**config.mk**
```make
export PLATFORM = sky130hd
export DESIGN_NAME = sha256_msg_sched
export DESIGN_NICKNAME = d
export VERILOG_FILES = /design/src/rtl/sha256_msg_sched.sv
export SDC_FILE = /design/constraint.sdc
export NUM_CORES = 1
export LEC_CHECK = 0
export CAP_MARGIN = 10
export CORE_MARGIN = 2
export CORE_UTILIZATION = 50
export CTS_CLUSTER_DIAMETER = 80
export CTS_CLUSTER_SIZE = 24
export DETAILED_ROUTE_END_ITERATION = 8
export PLACE_DENSITY = 0.67
export RECOVER_POWER = 25
export SETUP_SLACK_MARGIN = 0.15
export SLEW_MARGIN = 20
export SYNTH_ARGS = -nofsm -noshare
export SYNTH_HDL_FRONTEND = slang
export SYNTH_SLANG_ARGS = --single-unit
```
**constraint.sdc**
```tcl
create_clock -name clk -period 5.7 [get_ports clk]
set_input_delay 1.71 -clock clk [delete_from_list [all_inputs] [get_ports clk]]
set_output_delay 1.71 -clock clk [all_outputs]
set_load 0.05 [all_outputs]
```
**src/rtl/sha256_msg_sched.sv**
```systemverilog
// SHA-256 message-block buffer and schedule generator.
// Holds a 16-word sliding window and streams W[0..ROUNDS-1] to the round engine.
module sha256_msg_sched #(
   parameter int unsigned ROUNDS = 64,
   parameter int unsigned BCNT_W = 16
) (
   input  logic        clk,
   input  logic        reset_n,
   input  logic        ram_wr_cycle,
   input  logic        ram_read_cycle,
   input  logic        command_wr_cycle,
   input  logic        status_rd_cycle,
   input  logic [31:0] ava_reg_wr_data,
   input  logic [11:0] ava_reg_address,
   output logic [31:0] avalon_rd_reg,
   output logic [31:0] status_rd_reg,
   output logic        slave_ready,
   output logic [31:0] w_data,
   output logic [5:0]  w_round,
   output logic        w_valid,
   input  logic        w_ready,
   output logic        block_done
);

   localparam int unsigned WORD_W = 32;
   localparam int unsigned RND_W  = 6;
   localparam int unsigned NWORDS = 16;

   typedef enum logic [1:0] {IDLE, RUN, DONE} state_t;

   state_t              state;
   logic [WORD_W-1:0]   window [NWORDS];
   logic [RND_W-1:0]    round;
   logic [BCNT_W-1:0]   bcnt;
   logic                done;
   logic                ram_wr_q;
   logic                cmd_wr_q;
   logic                wr_pend;

   logic                wr_edge;
   logic                cmd_edge;
   logic                cmd_abort;
   logic                cmd_start;
   logic                cmd_clear;
   logic                xfer;
   logic                shift;
   logic                last;
   logic                wr_apply;
   logic [WORD_W-1:0]   new_word;
   logic                unused_inputs;

   function automatic logic [WORD_W-1:0] rotr(input logic [WORD_W-1:0] x, input int unsigned n);
      return (x >> n) | (x << (WORD_W - n));
   endfunction

   function automatic logic [WORD_W-1:0] sig0(input logic [WORD_W-1:0] x);
      return rotr(x, 7) ^ rotr(x, 18) ^ (x >> 3);
   endfunction

   function automatic logic [WORD_W-1:0] sig1(input logic [WORD_W-1:0] x);
      return rotr(x, 17) ^ rotr(x, 19) ^ (x >> 10);
   endfunction

   // Strobe edge detection and command decode; abort dominates start.
   assign wr_edge   = ram_wr_cycle & ~ram_wr_q;
   assign cmd_edge  = command_wr_cycle & ~cmd_wr_q;
   assign cmd_abort = cmd_edge & ava_reg_wr_data[2];
   assign cmd_start = cmd_edge & ava_reg_wr_data[0] & ~ava_reg_wr_data[2] & (state != RUN);
   assign cmd_clear = cmd_edge & ava_reg_wr_data[1];
   assign xfer      = (state == RUN) & w_valid & w_ready;
   assign shift     = xfer & ~cmd_abort;
   assign last      = shift & (round == RND_W'(ROUNDS - 1));
   // A write seen during RUN is parked and lands once the block has finished.
   assign wr_apply  = (wr_edge | wr_pend) & (state != RUN);

   assign new_word  = sig1(window[14]) + window[9] + sig0(window[1]) + window[0];

   assign w_data        = window[0];
   assign w_round       = round;
   assign status_rd_reg = {16'(bcnt), 2'b00, round, 6'b000000, done, state == RUN};
   assign unused_inputs = ^{status_rd_cycle, ava_reg_address[11:4], ava_reg_wr_data[31:3]};

   // Control state, counters and registered bus outputs.
   always_ff @(posedge clk or negedge reset_n) begin
      if (!reset_n) begin
         state         <= IDLE;
         round         <= '0;
         bcnt          <= '0;
         done          <= 1'b0;
         ram_wr_q      <= 1'b0;
         cmd_wr_q      <= 1'b0;
         wr_pend       <= 1'b0;
         avalon_rd_reg <= '0;
         slave_ready   <= 1'b1;
         w_valid       <= 1'b0;
         block_done    <= 1'b0;
      end else begin
         ram_wr_q    <= ram_wr_cycle;
         cmd_wr_q    <= command_wr_cycle;
         block_done  <= 1'b0;
         slave_ready <= ~(ram_wr_cycle & (state == RUN));

         if (wr_apply)
            wr_pend <= 1'b0;
         else if (wr_edge)
            wr_pend <= 1'b1;

         if (ram_read_cycle)
            avalon_rd_reg <= window[ava_reg_address[3:0]];

         if (cmd_abort) begin
            state   <= IDLE;
            round   <= '0;
            w_valid <= 1'b0;
         end else if (cmd_start) begin
            state   <= RUN;
            round   <= '0;
            w_valid <= 1'b1;
            done    <= 1'b0;
         end else if (last) begin
            state      <= DONE;
            round      <= '0;
            w_valid    <= 1'b0;
            done       <= 1'b1;
            bcnt       <= bcnt + BCNT_W'(1);
            block_done <= 1'b1;
         end else if (shift) begin
            round <= round + RND_W'(1);
         end

         if (cmd_clear)
            done <= 1'b0;
      end
   end

   // Message window: load port when idle, shift register with schedule recurrence when running.
   always_ff @(posedge clk or negedge reset_n) begin
      if (!reset_n) begin
         for (int i = 0; i < NWORDS; i++)
            window[i] <= '0;
      end else if (shift) begin
         for (int i = 0; i < NWORDS - 1; i++)
            window[i] <= window[i + 1];
         window[NWORDS - 1] <= new_word;
      end else if (wr_apply) begin
         window[ava_reg_address[3:0]] <= ava_reg_wr_data;
      end
   end

endmodule

```
---- Word-level counts from Yosys, hierarchy flattened ----
Index checks and enable logic that the tools add are counted.
storage, ports and cells
  register bits ........................... 575
  bits of input ports ..................... 51
operators by class
  add/sub/neg operators ................... 5
  magnitude comparators ................... 2
  equal/unequal tests ..................... 4
  mux-type cells .......................... 27
  bitwise logic cells ..................... 29
  reductions and logical operators ........ 8
operator list
  operator                 count
  $mux W512                2
  $bwmux W512              1
  $bmux W32 S4             1
  $demux W32 S4            1
  $add A32 B32 Y32         3
  $mux W32                 3
  $xor A32 B32 Y32         2
  $or A13 B32 Y32          1
  $or A14 B32 Y32          1
  $or A15 B32 Y32          1
  $or A25 B32 Y32          1
  $xor A32 B22 Y32         1
  $xor A32 B29 Y32         1
  $mux W6                  4
  $add A16 B1 Y16 const B  1
  $and A1 B1 Y1            13
  $mux W1                  12
  $add A6 B1 Y6 const B    1
  $eq A6 B6 Y1 const B     1
  $mux W2                  3
  $not A1 Y1               6
  $reduce_bool A3 Y1       2
  $ge A5 B5 Y1 const B     1
  $lt A5 B1 Y1 const B     1
  other kinds (9)          11

---- Depth between registers and ports, before layout ----
  depth in word-level cells ............... 10
  depth in mapped cells ................... 16
  depth with buffers taken out ............ 15

---- Least setup slack after synthesis ----
Ideal clock, no wire load.
  path kind ............................... reg-to-reg
  from .................................... register window[50] in the netlist's numbering
  to ...................................... register window[9] in the netlist's numbering
  data arrival time ....................... 3.843 ns
  required time ........................... 5.566 ns
  path slack .............................. 1.723 ns
  stages on the path, launching flop included .. 17
  path buffers ............................ 1
  cell sequence ........................... dfrtp_1 > clkbuf_1 > xor2_1 > xnor2_1 > fa_1 > inv_1 > fa_1 > ha_1 > fa_1 > a211oi_1 > nor2_1 > or2_2 > a21o_2 > a21o_1 > a21oi_1 > xor2_1 > o21ai_0
between the ends
  longest elaborated chain between the ends .. 7
RTL lines
  what                               RTL line  source
  from (decl)                        32        logic [WORD_W-1:0] window [NWORDS];
  from (signal, indexed assignment)  143       window[i] <= window[i + 1];
  from (signal, indexed assignment)  144       window[NWORDS - 1] <= new_word;
  from (signal, indexed assignment)  146       window[ava_reg_address[3:0]] <= ava_reg_wr_data;
  $or A15 B32 Y32                    53        return (x >> n) | (x << (WORD_W - n));
  $xor A32 B32 Y32                   61        return rotr(x, 17) ^ rotr(x, 19) ^ (x >> 10);
  $xor A32 B22 Y32 (*)               61
  $add A32 B32 Y32 (*) (3 in a row)  76        assign new_word = sig1(window[14]) + window[9] + sig0(window[1]) + window[0];
  $mux W512 (*)                      141       end else if (shift) begin
Every way passes the cells marked *; elsewhere a longest branch is shown, timed or not.
A chain may end at the register's enable or synchronous reset.

---- Final worst setup path ----
  from .................................... register window[50] in the netlist's numbering
  to ...................................... register window[31] in the netlist's numbering
between the ends
  longest elaborated chain between the ends .. 7
  elaborated cells between the ends (all ways) .. 8
  classes of those cells .................. add/sub (3); mux (1); bitwise (4)
RTL lines
  what                                                RTL line
  $or A15 B32 Y32 or $or A13 B32 Y32 (tied branches)  53
  $xor A32 B32 Y32                                    61
  $xor A32 B22 Y32 (*)                                61
  $add A32 B32 Y32 (*) (3 in a row)                   76
  $mux W512 (*)                                       141
Marked as above.

==> results.md <==
- Initial antenna violation count: 0
- Hold Crit Class: reg -> reg
- Clock Skew: 0.0240 ns
- Initial Util: 50.4%
- Io pins: 156
- Max FFs per register: 480
- Ys async rst share: 100%
- All-Layer GR Usage: 27.8%
- Max Root-Sink Buffers: 3
- Unique masters post-synth: 64
- Total Neg Setup Slack: 0 ns
- Core area: 0.0685 mm²
- Fmax: 0.207 GHz
- ANT nets after route: 0
- Top_reg_cell synth: dfrtp_1
- Min cycle time layout: 4.82 ns
- Commonest cells post-synth: dfrtp_1, nand2_1, o21ai_0, mux2i_1, clkbuf_1
- Hold Vio Cnt, Final: 0
- Place WS: 0.992 ns
- Post-synthesis register bit count: 574
- First-pass GRT wire length: 152000 µm
- Total CTS buffers: 31
- Buf/Inv on CP: 1
- Die height: 267 µm
- Setup Crit Path Kind: reg -> reg
- Drt pass-1 iters: 5
- Iteration-0 DRC Markers: 2364
- Slew headroom: -69.7%
- Critical path startpoint category: register
- Setup Fix Bufs, Post-CTS: 0
- Critical Path End Type: register
- Detailed Place HPWL: 64700 µm
- Yosys Warn Count: 0
- Area growth syn-to-layout: 7.41%
- PortBufs: 138
- GRT overflow: 0
- Synthesized area: 0.0345 mm²
- Final setup viols: 0
- Ratio of cells with drive above 1 in the final layout: 10.5%
- Site row count: 96
- Critical Path RT: 6.25 ns
- Number of global-route vias before repair: 24300
- CP max FO: 6
- Pins Over Slew Limit: 123
- MaxCap Viol Count: 2
- Gpl congestion: 0.934
- Post_cts resized: 0
- Clk Tree Root Cell: clkbuf_16
- Mapped Avg Cell Area: 10.5 µm²
- Count leader, synth: dfrtp_1
- Final core occ: 54.1%
- Data arrival, critical path: 5.37 ns
- CP delay by family, top: compound AO/OA/AOI/OAI gates
- Status: complete, but fails checks
- Die Width: 267 µm
- Sequential area share after synthesis: 41.7%
- Crit share post-route: 84.6%
- Slowest stage delay, CP: 0.53 ns
- Crit path max-delay cell type: dfrtp_1
- Nets: 3312
- Cts hold-fix bufs: 0
- CP Cell Sequence: xor2_1, xnor2_1, fa_1, inv_1, fa_1, ha_1, fa_1, a211oi_1, o21ai_0, nand4_1, nand2_1, o211ai_1, a21oi_1, o2111a_1, o21ai_0
- Via Count: 24700
- Final wirelength: 97800 µm
- Cell Count, Final, Fillers Out: 4066
- Largest net degree at the start of global routing: 275
- DRC: 0
- Routed WL per cell: 24.0 µm
- Yosys top cell by area: dfrtp_1
- Cells after DPL: 4015
- Top cell type's share of synthesized area: 41.6%
- Top area cells in the synthesized netlist: dfrtp_1, mux2i_1, mux4_2, o21ai_0, nand2_1
- Fillcell total: 5836
- Failing checks: max-capacitance violations, max-slew violations
- Worst Max-Slew Pin Slew: 2.54 ns
- Final WS setup: 0.878 ns
- Via density: 6.07
- Clock latency on the worst-skew pair: 0.65 ns
- Cell mode on critical path: fa_1
- Number of synthesized flops with an enable pin: 0
- Reg clk slew, reported paths: 0.10 ns
- CTS H-Tree Depth: 1
- Diodes inserted: 0
- Die area: 0.0711 mm²
- CTS tree: done
- RSZ-0062 raised after global routing: false
- Cells after synthesis: 3278
- Clock net sink count: 574
## kinds of logic (layout without fill, tap and decap cells)
logic type               after synthesis  count (layout)  share of synthesized area (%)
AND/OR/NAND/NOR                      664             664                           7.86
AO/OA/AOI/OAI                        634             634                           9.93
multiplexers                         674             674                           25.5
XOR/XNOR                             162             162                           4.11
buffers and inverters                474             373                           6.15
adder cells (fa/ha/maj)               95              95                           4.80
flip-flops                           574             574                           41.7
other                                  1               8                         0.0109
## cell type report
cell class / count / area (µm²) / area share, %
multi-input cells: 2237 / 18100 / 48.9
flip-flops and latches: 574 / 14400 / 38.8
repair buffers: 197 / 1960 / 5.30
well taps: 882 / 1100 / 2.98
clock buffers: 39 / 826 / 2.23
inverters: 125 / 469 / 1.27
clock inverters: 12 / 191 / 0.517
## metrics by stage
stage	instance area, µm²	hold WS, ns
3_5_place_dp	36100	0.472
5_1_grt	37000	0.490
2_1_floorplan	34500	0.458
6_report	37000	0.484
4_1_cts	37100	0.485
3_3_place_gp	36100	0.463
## cell usage in the layout (no fill, tap or decap), types with 34 or more instances in the layout
master and n:
dfrtp_1 573, mux2_2 34, mux2i_1 480, xnor2_1 101, xor2_1 61, a21oi_1 45, inv_1 124, nand2_1 537
mux4_2 160, fa_1 62, buf_4 39, clkdlybuf4s50_1 130, o21ai_0 506, nor2_1 38
## path summary, 6_finish.rpt
check | start | end | slack, ns | depth (start not counted)
worst max-delay path | window[50]$_DFFE_PN0P_ | window[31]$_DFFE_PN0P_ | 0.88 | 15
worst min register to register | bcnt[15]$_DFFE_PN0P_ | bcnt[15]$_DFFE_PN0P_ | 0.48 | 1
max in group asynchronous | reset_n | window[65]$_DFFE_PN0P_ | 1.04 | 2
worst max register to register | window[50]$_DFFE_PN0P_ | window[31]$_DFFE_PN0P_ | 0.88 | 15
worst min-delay path | bcnt[15]$_DFFE_PN0P_ | bcnt[15]$_DFFE_PN0P_ | 0.48 | 1
min in group asynchronous | reset_n | w_round[2]$_DFFE_PN0P_ | 1.82 | 1
## per-layer routing
| metal | wire length, µm | up-vias | global-route usage, % |
|---|---|---|---|
| met5 | 0 | - | 0 |
| met4 | 2690 | 0 | 7.52 |
| met3 | 5200 | 146 | 2.82 |
| met2 | 46400 | 768 | 44.6 |
| met1 | 43500 | 12700 | 40.7 |
| li1 | - | 11100 | - |
Power is not shown: default switching activity piles up to over one toggle a cycle in this logic, so the estimate is an artifact.
